`src/rtl/fetch_unit_if.sv`:
```
// Fetch-stage bus between the PC/IR logic, the instruction memory and the control unit.
interface fetch_unit_if #(
  parameter int unsigned PC_W = 32
);
  logic [PC_W-1:0] pc_out;
  logic [31:0]     imem_instr;
  logic [31:0]     ir;
  logic [PC_W-1:0] ir_pc;
  logic            ir_valid;
  logic            ir_ready;
  logic [1:0]      next_sel;
  logic            halted;
  logic [PC_W-1:0] instr_cnt;

  modport master (
    output pc_out, ir, ir_pc, ir_valid, halted, instr_cnt,
    input  imem_instr, ir_ready, next_sel
  );

  modport slave (
    input  pc_out, ir, ir_pc, ir_valid, halted, instr_cnt,
    output imem_instr, ir_ready, next_sel
  );
endinterface

```
`src/rtl/fetch_unit.sv`:
```
// Multicycle instruction-fetch stage: owns the PC, latches IMem output into IR,
// hands it to the control unit and selects sequential/branch/jump/halt next PC.
module fetch_unit #(
  parameter int unsigned     PC_W     = 32,
  parameter logic [PC_W-1:0] RESET_PC = '0
) (
  input  logic         clk,
  input  logic         rst_n,
  fetch_unit_if.master bus
);
  typedef enum logic [1:0] {
    FETCH = 2'd0,
    VALID = 2'd1,
    HALT  = 2'd2
  } state_t;

  state_t          r_state;
  logic [PC_W-1:0] r_pc;
  logic [31:0]     r_ir;
  logic [PC_W-1:0] r_ir_pc;
  logic            r_ir_valid;
  logic            r_halted;
  logic [PC_W-1:0] r_cnt;

  logic [PC_W-1:0] w_seq;
  logic [PC_W-1:0] w_br;
  logic [PC_W-1:0] w_jmp;

  // Targets are relative to the PC the instruction was fetched from; all sums wrap mod 2^PC_W.
  assign w_seq = r_ir_pc + PC_W'(1);
  assign w_br  = w_seq + {{(PC_W-16){r_ir[15]}}, r_ir[15:0]};
  assign w_jmp = {{(PC_W-26){1'b0}}, r_ir[25:0]};

  always_ff @(posedge clk or negedge rst_n) begin
    if (!rst_n) begin
      r_state    <= FETCH;
      r_pc       <= RESET_PC;
      r_ir       <= '0;
      r_ir_pc    <= '0;
      r_ir_valid <= 1'b0;
      r_halted   <= 1'b0;
      r_cnt      <= '0;
    end else begin
      case (r_state)
        FETCH: begin
          r_ir       <= bus.imem_instr;
          r_ir_pc    <= r_pc;
          r_ir_valid <= 1'b1;
          r_state    <= VALID;
        end
        VALID: begin
          if (bus.ir_ready) begin
            r_ir_valid <= 1'b0;
            r_cnt      <= r_cnt + PC_W'(1);
            case (bus.next_sel)
              2'b00: begin
                r_pc    <= w_seq;
                r_state <= FETCH;
              end
              2'b01: begin
                r_pc    <= w_br;
                r_state <= FETCH;
              end
              2'b10: begin
                r_pc    <= w_jmp;
                r_state <= FETCH;
              end
              default: begin
                r_halted <= 1'b1;
                r_state  <= HALT;
              end
            endcase
          end
        end
        HALT: begin
        end
        default: begin
          r_state <= FETCH;
        end
      endcase
    end
  end

  assign bus.pc_out    = r_pc;
  assign bus.ir        = r_ir;
  assign bus.ir_pc     = r_ir_pc;
  assign bus.ir_valid  = r_ir_valid;
  assign bus.halted    = r_halted;
  assign bus.instr_cnt = r_cnt;
endmodule

```
`src/flat_wrapper.sv`:
```
// flat-port wrapper written by rule: the top's interface ports become plain ports
module fetch_unit_flat 
#(
  parameter int unsigned     PC_W     = 32,
  parameter logic [PC_W-1:0] RESET_PC = '0
)
  (clk, rst_n, bus_pc_out, bus_ir, bus_ir_pc, bus_ir_valid, bus_halted, bus_instr_cnt, bus_imem_instr, bus_ir_ready, bus_next_sel);
  fetch_unit_if #(.PC_W(PC_W)) bus_i ();
  input  logic clk;
  input  logic rst_n;
  output wire logic [$bits(bus_i.pc_out)-1:0] bus_pc_out;
  output wire logic [$bits(bus_i.ir)-1:0] bus_ir;
  output wire logic [$bits(bus_i.ir_pc)-1:0] bus_ir_pc;
  output wire logic [$bits(bus_i.ir_valid)-1:0] bus_ir_valid;
  output wire logic [$bits(bus_i.halted)-1:0] bus_halted;
  output wire logic [$bits(bus_i.instr_cnt)-1:0] bus_instr_cnt;
  input wire logic [$bits(bus_i.imem_instr)-1:0] bus_imem_instr;
  input wire logic [$bits(bus_i.ir_ready)-1:0] bus_ir_ready;
  input wire logic [$bits(bus_i.next_sel)-1:0] bus_next_sel;
  assign bus_pc_out = bus_i.pc_out;
  assign bus_ir = bus_i.ir;
  assign bus_ir_pc = bus_i.ir_pc;
  assign bus_ir_valid = bus_i.ir_valid;
  assign bus_halted = bus_i.halted;
  assign bus_instr_cnt = bus_i.instr_cnt;
  assign bus_i.imem_instr = bus_imem_instr;
  assign bus_i.ir_ready = bus_ir_ready;
  assign bus_i.next_sel = bus_next_sel;
  fetch_unit #(.PC_W(PC_W), .RESET_PC(RESET_PC)) u_core (.clk(clk), .rst_n(rst_n), .bus(bus_i));
endmodule
```
`config.mk`:
```
export PLATFORM = sky130hd
export DESIGN_NAME = fetch_unit_flat
export DESIGN_NICKNAME = d
export VERILOG_FILES = /design/src/rtl/fetch_unit_if.sv /design/src/rtl/fetch_unit.sv /design/src/flat_wrapper.sv
export SDC_FILE = /design/constraint.sdc
export NUM_CORES = 1
export LEC_CHECK = 0
export ABC_CLOCK_PERIOD_IN_PS = 4500
export BUFFER_PORTS_ARGS = -buffer_cell sky130_fd_sc_hd__buf_2
export CORE_ASPECT_RATIO = 0.6
export CORE_UTILIZATION = 56
export DETAILED_ROUTE_END_ITERATION = 16
export GPL_TIMING_DRIVEN = 0
export PLACE_DENSITY = 0.81
export SYNTH_ARGS = -nofsm -noshare
export SYNTH_HDL_FRONTEND = slang
export SYNTH_SLANG_ARGS = --single-unit
```
`constraint.sdc`:
```
create_clock -name clk -period 4.5 [get_ports clk]
set_clock_uncertainty 0.2 [all_clocks]
set_input_delay 0.9 -clock clk [delete_from_list [all_inputs] [get_ports clk]]
set_output_delay 0.9 -clock clk [all_outputs]
set_load 0.1 [all_outputs]
```
==> summary.md, run 1 <==
| Metric | Value |
|---|---|
| Status | `complete, no violations` |
| Worst min path class | `in2async` |
| Die X-Extent | `157 µm` |
| Fin. Hold Viols | `0` |
| Clock Sinks | `132` |
| Worst R2R Setup Slack | `0.18 ns` |
| Clock slew at reported path FFs | `0.06 ns` |
| Reg2Reg Depth | `15` |
| Post-synthesis register bit count | `132` |
| Vias in the first global route | `6,568` |
| Measured slew at the worst slew-check pin | `1.01 ns` |
| Max Cap Viol | `0` |
| Nets | `1,067` |
| Critical path type | `reg2reg` |
| Final min period | `4.32 ns` |
| Critical path required time | `4.60 ns` |
| Number of flops mapped to enable cells by yosys | `0` |
| Skew-Pair Late Insertion Delay | `0.42 ns` |
| Most frequent CP cell | `and4_4` |
| Synth Area in XOR/XNOR | `0.0912` |
| Final period util | `0.960` |
| WP buf/inv | `1` |
| Layout cells sized above 1 | `0.302` |
| Initial core utilization | `0.582` |
| Synth Cell Area | `8050 µm²` |
| Most used DFF post-synth | `dfrtp_1` |
| Post-Synth Simple-Gate Area | `0.164` |
| Worst EP arrival | `4.42 ns` |
| Pin count of the biggest net entering global routing | `75` |
| CTS root buffer | `clkbuf_16` |
| Die Height | `94.9 µm` |
| Area Growth Syn to Fin | `22.5%` |
| I/O pin cnt | `167` |
| Storage cell area | `3310 µm²` |
| Mux share of post-synthesis cell area | `0.0830` |
| CTS Hold Bufs | `0` |
| Post-place setup slack | `0.0246 ns` |
| Global-route wire length before repair | `37,700 µm` |
| Fmax | `232 MHz` |
| Vias | `7,340` |
| Antenna Cells | `0` |
| Detailed Routing Iterations Pass 1 | `6` |
| Slowest library cell on the worst path | `or4b_1` |
| Worst path max stage delay | `0.48 ns` |
| Yosys warning count | `0` |
| Startpoint types | `flop` |
| Filler Cells Inserted | `1,098` |
| Area of the core | `13,800 µm²` |
| Fin. max-slew vios | `0` |
| Area of the multi-input gates | `4600 µm²` |
| Top delay family on crit path | `simple AND/OR/NAND/NOR gates` |
| TritonCTS Buffers | `17` |
| Cells after synthesis | `802` |
| Gr usage total | `0.345` |
| Largest family of logic cells by synthesized area | `compound AO/OA/AOI/OAI gates` |
| DR vias/cell | `6.14` |
| FFs w/ async S/R, synth | `1.00` |
| Max clock buf depth | `2` |
| DRC | `0` |
| Wirelength, routed | `24,800 µm` |
| RSZ-0062 raised after global routing | `no` |
| H-tree depth | `4` |
| Gpl congestion | `0.957` |
| WL/cell | `20.7 µm` |
| Rel. slew slack | `0.324` |
| Library cells used by synthesis | `77` |
| Synthesized-area fraction occupied by adder cells | `0.0600` |
| CTS tree | `done` |
| Core Util, Final | `0.713` |
| Post-synthesis sequential area ratio | `0.410` |
| Worst reg2reg path endpoint | `u_core.bus.pc_out[30]` |
| Compound-Gate Fraction of Synth Area | `0.165` |
| Final setup viols | `0` |
| # port buffers | `166` |
| CP max FO | `8` |
| Worst r2r src | `u_core.bus.ir_pc[16]` |
| Final setup margin | `0.181 ns` |
| Setup crit end kind | `flop` |
| Total congestion overflow | `0` |
| ANT nets after route | `0` |
| Full die area | `14,900 µm²` |
| Setup TNS Final | `0 ns` |
| Hpwl dp | `18,500 µm` |
| Syn_nets | `877` |
| Row Count | `33` |
| Syn Area/Cell | `10.0 µm²` |
| Initial antenna violation count | `0` |
| Crit-path cells | `and4_4, and4_4, and4_4, nand2_1, xnor2_1, ha_1, clkbuf_1, a21o_1, a21o_1, a21oi_1, o21a_1, o21ai_1, or4b_1, o211ai_1, nor2_1` |
| 1st-iter DRT viols | `752` |
## metal layers
metal / part of all wire / GRT usage / vias to the layer above
met5: 0 / 0.0170 / -
met4: 0.015 / 0.0825 / 0
met3: 0.10 / 0.106 / 37
met2: 0.40 / 0.453 / 397
met1: 0.48 / 0.534 / 3573
li1: - / - / 3333
## area by class of cell
| cell class | count | share of cell area |
|---|---|---|
| multi-input combinational | 616 | 0.466 |
| clock inverter | 13 | 0.0188 |
| clock buffer | 18 | 0.0435 |
| inverter | 21 | 0.00799 |
| tap | 192 | 0.0244 |
| timing repair buffer | 171 | 0.0907 |
| buffer | 33 | 0.0134 |
| sequential | 132 | 0.335 |
## cells by family (layout without fill, tap and decap cells)
logic type,after synthesis,in the layout
simple gates,243,243
compound gates,196,196
flops,132,132
xor+xnor,80,80
mux,59,59
buf+inv,54,256
fa+ha+maj,38,38
## worst max-delay path by stage
stage | slack, ns | cells past startpoint | end | from
after CTS | 0.03 | 16 | u_core.bus.pc_out[23] | u_core.bus.ir_pc[0]
final | 0.18 | 15 | u_core.bus.pc_out[30] | u_core.bus.ir_pc[16]
after detailed placement | 0.02 | 16 | u_core.bus.pc_out[23] | u_core.bus.ir_pc[0]
after floorplan | 0.04 | 15 | u_core.bus.pc_out[27] | u_core.bus.ir_pc[3]
after global placement | 0.06 | 14 | u_core.bus.pc_out[30] | u_core.bus.ir_pc[0]
after global routing | 0.01 | 16 | u_core.bus.pc_out[27] | u_core.bus.ir_pc[0]
## flip-flops by register name, indices dropped and copies added, names as in the netlist
signal / count
u_core.bus.pc_out: 32
u_core.bus.ir_pc: 32
u_core.bus.ir: 32
u_core.bus.instr_cnt: 32
u_core.bus.ir_valid: 1
u_core.bus.halted: 1
u_core.r_state: 2
## through the flow
stage / cell area (µm²) / hold slack, ns / cells
3_3_place_gp: 9120 / 0.256 / 1160
4_1_cts: 9780 / 0.269 / 1192
2_1_floorplan: 8050 / 0.258 / 802
5_1_grt: 9860 / 0.289 / 1196
6_report: 9860 / 0.239 / 1196
3_5_place_dp: 9160 / 0.260 / 1161
## Yosys cell counts (all sizes together) (2+ instances only)
| library cell | n | area [µm²] |
|---|---|---|
| ha | 37 | 463 |
| o2111ai | 3 | 26.3 |
| a211oi | 8 | 60.1 |
| o21ai | 42 | 210 |
| nor3b | 3 | 37.5 |
| nand2 | 77 | 299 |
| a22o | 3 | 26.3 |
| a2111oi | 2 | 18.8 |
| and3 | 17 | 116 |
| xnor2 | 53 | 498 |
| buf | 3 | 16.3 |
| nor2b | 8 | 52.6 |
| o22ai | 6 | 37.5 |
| o211ai | 9 | 77.6 |
| a221o | 2 | 20.0 |
| o21bai | 4 | 30.0 |
| inv | 20 | 75.1 |
| and2 | 8 | 51.3 |
| nand3b | 2 | 15.0 |
| nand2b | 4 | 25.0 |
| clkbuf | 30 | 116 |
| o31a | 2 | 17.5 |
| dfrtp | 132 | 3300 |
| a21oi | 39 | 203 |
| a31oi | 9 | 56.3 |
| a211o | 4 | 35.0 |
| nor4 | 5 | 58.8 |
| o211a | 2 | 20.0 |
| a21o | 19 | 143 |
| nand4 | 21 | 159 |
| mux2 | 59 | 668 |
| and4 | 6 | 60.1 |
| a41oi | 2 | 17.5 |
| a221oi | 15 | 131 |
| o21a | 9 | 67.6 |
| or3 | 4 | 25.0 |
| nor3 | 9 | 50.1 |
| xor2 | 27 | 236 |
| nor2 | 45 | 176 |
| o31ai | 11 | 87.6 |
| nand3 | 29 | 145 |
## what timing repair did
| action | 4_1_cts | 5_1_grt |
|---|---|---|
| pin swaps | 0 | 3 |
| cloned | 0 | 0 |
| setup endpoints to repair | 1 | 11 |
| buffers inserted | 0 | 4 |
| resized for setup | 1 | 11 |
## cells in the final DEF (no fill, tap or decap), types with 8 or more instances in the layout
cell	n
dfrtp_1	129
a31oi_1	9
mux2_2	58
xor2_1	27
and3_1	15
nand4_1	18
inv_1	20
o21a_1	9
a221oi_1	15
nor2_1	42
clkbuf_1	30
a21oi_1	36
o31ai_1	10
a21o_1	19
nand2_1	74
clkbuf_16	17
nor3_1	8
xnor2_1	50
buf_2	166
ha_1	36
o21ai_1	11
nand3_1	28
a211oi_1	8
o21ai_0	31
Power of run 1 is not shown: default switching activity piles up to over one toggle a cycle in this logic, so the estimate is an artifact.
==> inputs of run 2 (changes only) <==
- RECOVER_POWER: unset -> 50
==> run 2 against run 1 <==
The flow now finishes with violations (capacitance limit, slew limit). Die area unchanged. Routed wire length up 0.20%. Worst hold slack worse by 0.012 ns. Setup slack worse by 0.014 ns. Global-route usage unchanged. Via count down 0.37%. Non-clock buffer count unchanged. Clock-buffer cell count unchanged. Cell count unchanged. Critical path depth unchanged. Critical endpoint unchanged. Largest cell class unchanged.
==> summary.md, run 2 (same netlist as run 1, synthesis figures left out) <==
| Metric | Value |
|---|---|
| Setup crit end kind | `flop` |
| Pin count of the biggest net entering global routing | `75 (unchanged)` |
| Critical path type | `reg2reg` |
| Initial antenna violation count | `0 (unchanged)` |
| Hpwl dp | `18,500 µm (unchanged)` |
| Final min period | `4.33 ns (+0.0135 ns)` |
| Measured slew at the worst slew-check pin | `1.78 ns (+0.768 ns)` |
| Fmax | `231 MHz (-0.31%)` |
| Total congestion overflow | `0 (unchanged)` |
| Gr busiest metal | `met1` |
| Detailed Routing Iterations Pass 1 | `5 (-1)` |
| Max clock buf depth | `2 (unchanged)` |
| Area Growth Syn to Fin | `21.5%` |
| Fin. max-slew vios | `75 (+75)` |
| Worst EP arrival | `4.43 ns (about the same)` |
| Wirelength, routed | `24,800 µm (+0.20%)` |
| Clock slew at reported path FFs | `0.06 ns (about the same)` |
| Setup TNS Final | `0 ns (unchanged)` |
| GRT met3 Usage | `0.106 (unchanged)` |
| Die Height | `94.9 µm (unchanged)` |
| Area of the multi-input gates | `4590 µm² (about the same)` |
| WL/cell | `20.7 µm (+0.20%)` |
| Global-route wire length before repair | `37,700 µm (unchanged)` |
| Grt met2 use | `0.453 (unchanged)` |
| Rel. slew slack | `-0.186 (-0.510)` |
| Filler Cells Inserted | `1,128 (+2.7%)` |
| Status | `finished, violations left` |
| 1st-iter DRT viols | `711 (-5.5%)` |
| Commonest cells after routing, fill and taps aside | `dfrtp_1 (129), buf_2 (119), clkbuf_1 (77), nand2_1 (74), mux2_2 (58)` |
| RSZ-0062 raised after global routing | `no` |
| Max Cap Viol | `1 (+1)` |
| Final setup viols | `0 (unchanged)` |
| Nets | `1,067 (unchanged)` |
| Antenna Cells | `0 (unchanged)` |
| I/O pin cnt | `167 (unchanged)` |
| Grt met1 use | `0.534 (unchanged)` |
| Gpl congestion | `0.957 (unchanged)` |
| Post-place setup slack | `0.0246 ns (unchanged)` |
| CTS root buffer | `clkbuf_16` |
| TritonCTS Buffers | `17 (unchanged)` |
| H-tree depth | `4 (unchanged)` |
| Fin. Hold Viols | `0 (unchanged)` |
| ANT nets after route | `0 (unchanged)` |
| Failing checks | `capacitance limit, slew limit` |
| Full die area | `14,900 µm² (unchanged)` |
| Storage cell area | `3310 µm² (unchanged)` |
| Skew-Pair Late Insertion Delay | `0.42 ns (about the same)` |
| Vias in the first global route | `6,568 (unchanged)` |
| Initial core utilization | `0.582 (unchanged)` |
| Gr usage total | `0.345 (unchanged)` |
| Startpoint types | `flop` |
| Final setup margin | `0.168 ns (-0.0135 ns)` |
| CTS Hold Bufs | `0 (unchanged)` |
| Layout cells sized above 1 | `0.254 (-0.0478)` |
| Critical path required time | `4.60 ns (about the same)` |
| # port buffers | `166 (unchanged)` |
| Clock Sinks | `132 (unchanged)` |
| Vias | `7,313 (-0.37%)` |
| CP max FO | `8 (unchanged)` |
| Final period util | `0.963 (+0.00301)` |
| CTS tree | `done` |
| DRC | `0 (unchanged)` |
| Die X-Extent | `157 µm (unchanged)` |
| Area of the core | `13,800 µm² (unchanged)` |
| Row Count | `33 (unchanged)` |
| DR vias/cell | `6.11 (-0.37%)` |
| Commonest non-fill, non-tap cell in the layout | `dfrtp_1` |
| Worst min path class | `in2async` |
## run 2: critical path, cell delays in order (launching register included)
cell	delay (ns)
dfrtp_1	0.45
and4_4	0.29
and4_4	0.30
and4_4	0.32
nand2_1	0.08
xnor2_1	0.24
ha_1	0.27
clkbuf_1	0.21
a21o_1	0.26
a21o_1	0.19
a21oi_1	0.23
o21a_1	0.20
o21ai_1	0.10
or4b_1	0.48
o211ai_1	0.30
nor2_1	0.07
## run 2: worst paths after layout
path                                     startpoint                  endpoint  slack (ns)  cells past startpoint
hold reg to reg            u_core.bus.instr_cnt[31]  u_core.bus.instr_cnt[31]        0.27                      1
max in group asynchronous                     rst_n      u_core.bus.ir_pc[15]        1.63                      2
setup reg to reg               u_core.bus.ir_pc[16]     u_core.bus.pc_out[30]        0.17                     15
min in group clk           u_core.bus.instr_cnt[31]  u_core.bus.instr_cnt[31]        0.27                      1
hold / removal                                rst_n  u_core.bus.instr_cnt[29]        0.23                      1
setup / recovery               u_core.bus.ir_pc[16]     u_core.bus.pc_out[30]        0.17                     15
## run 2: what timing repair did
item / CTS / global route
pin swaps: 0 / 3
gates cloned: 0 / 0
setup buffers: 0 / 4
hold endpoints to repair: 0 / 0
gates resized for setup: 1 / 11
setup endpoints to repair: 1 / 11
## run 2: metal layers
metal | vias to the layer above | share of wire | routed length [µm]
met2 | 384 | 0.40 | 9870
met5 | - | 0 | 0
met3 | 39 | 0.11 | 2700
met1 | 3562 | 0.48 | 11900
met4 | 0 | 0.014 | 359
li1 | 3328 | - | -
## run 2: final cells by class
| type | count | area share |
|---|---|---|
| Multi-Input combinational cell | 616 | 0.470 |
| Sequential cell | 132 | 0.338 |
| Timing Repair Buffer | 171 | 0.0832 |
| Clock buffer | 18 | 0.0439 |
| Tap cell | 192 | 0.0246 |
| Clock inverter | 13 | 0.0189 |
| Buffer | 33 | 0.0136 |
| Inverter | 21 | 0.00806 |
## run 2: per-stage QoR
stage          utilization  hold WS (ns)  area [µm²]  instances
2_1_floorplan            -         0.258        8050        802
3_5_place_dp         0.662         0.260        9160       1161
3_3_place_gp         0.660         0.256        9120       1160
4_1_cts              0.707         0.269        9780       1192
5_1_grt              0.707         0.278        9780       1196
6_report             0.707         0.226        9780       1196
Power of run 2 is left out for the same reason.
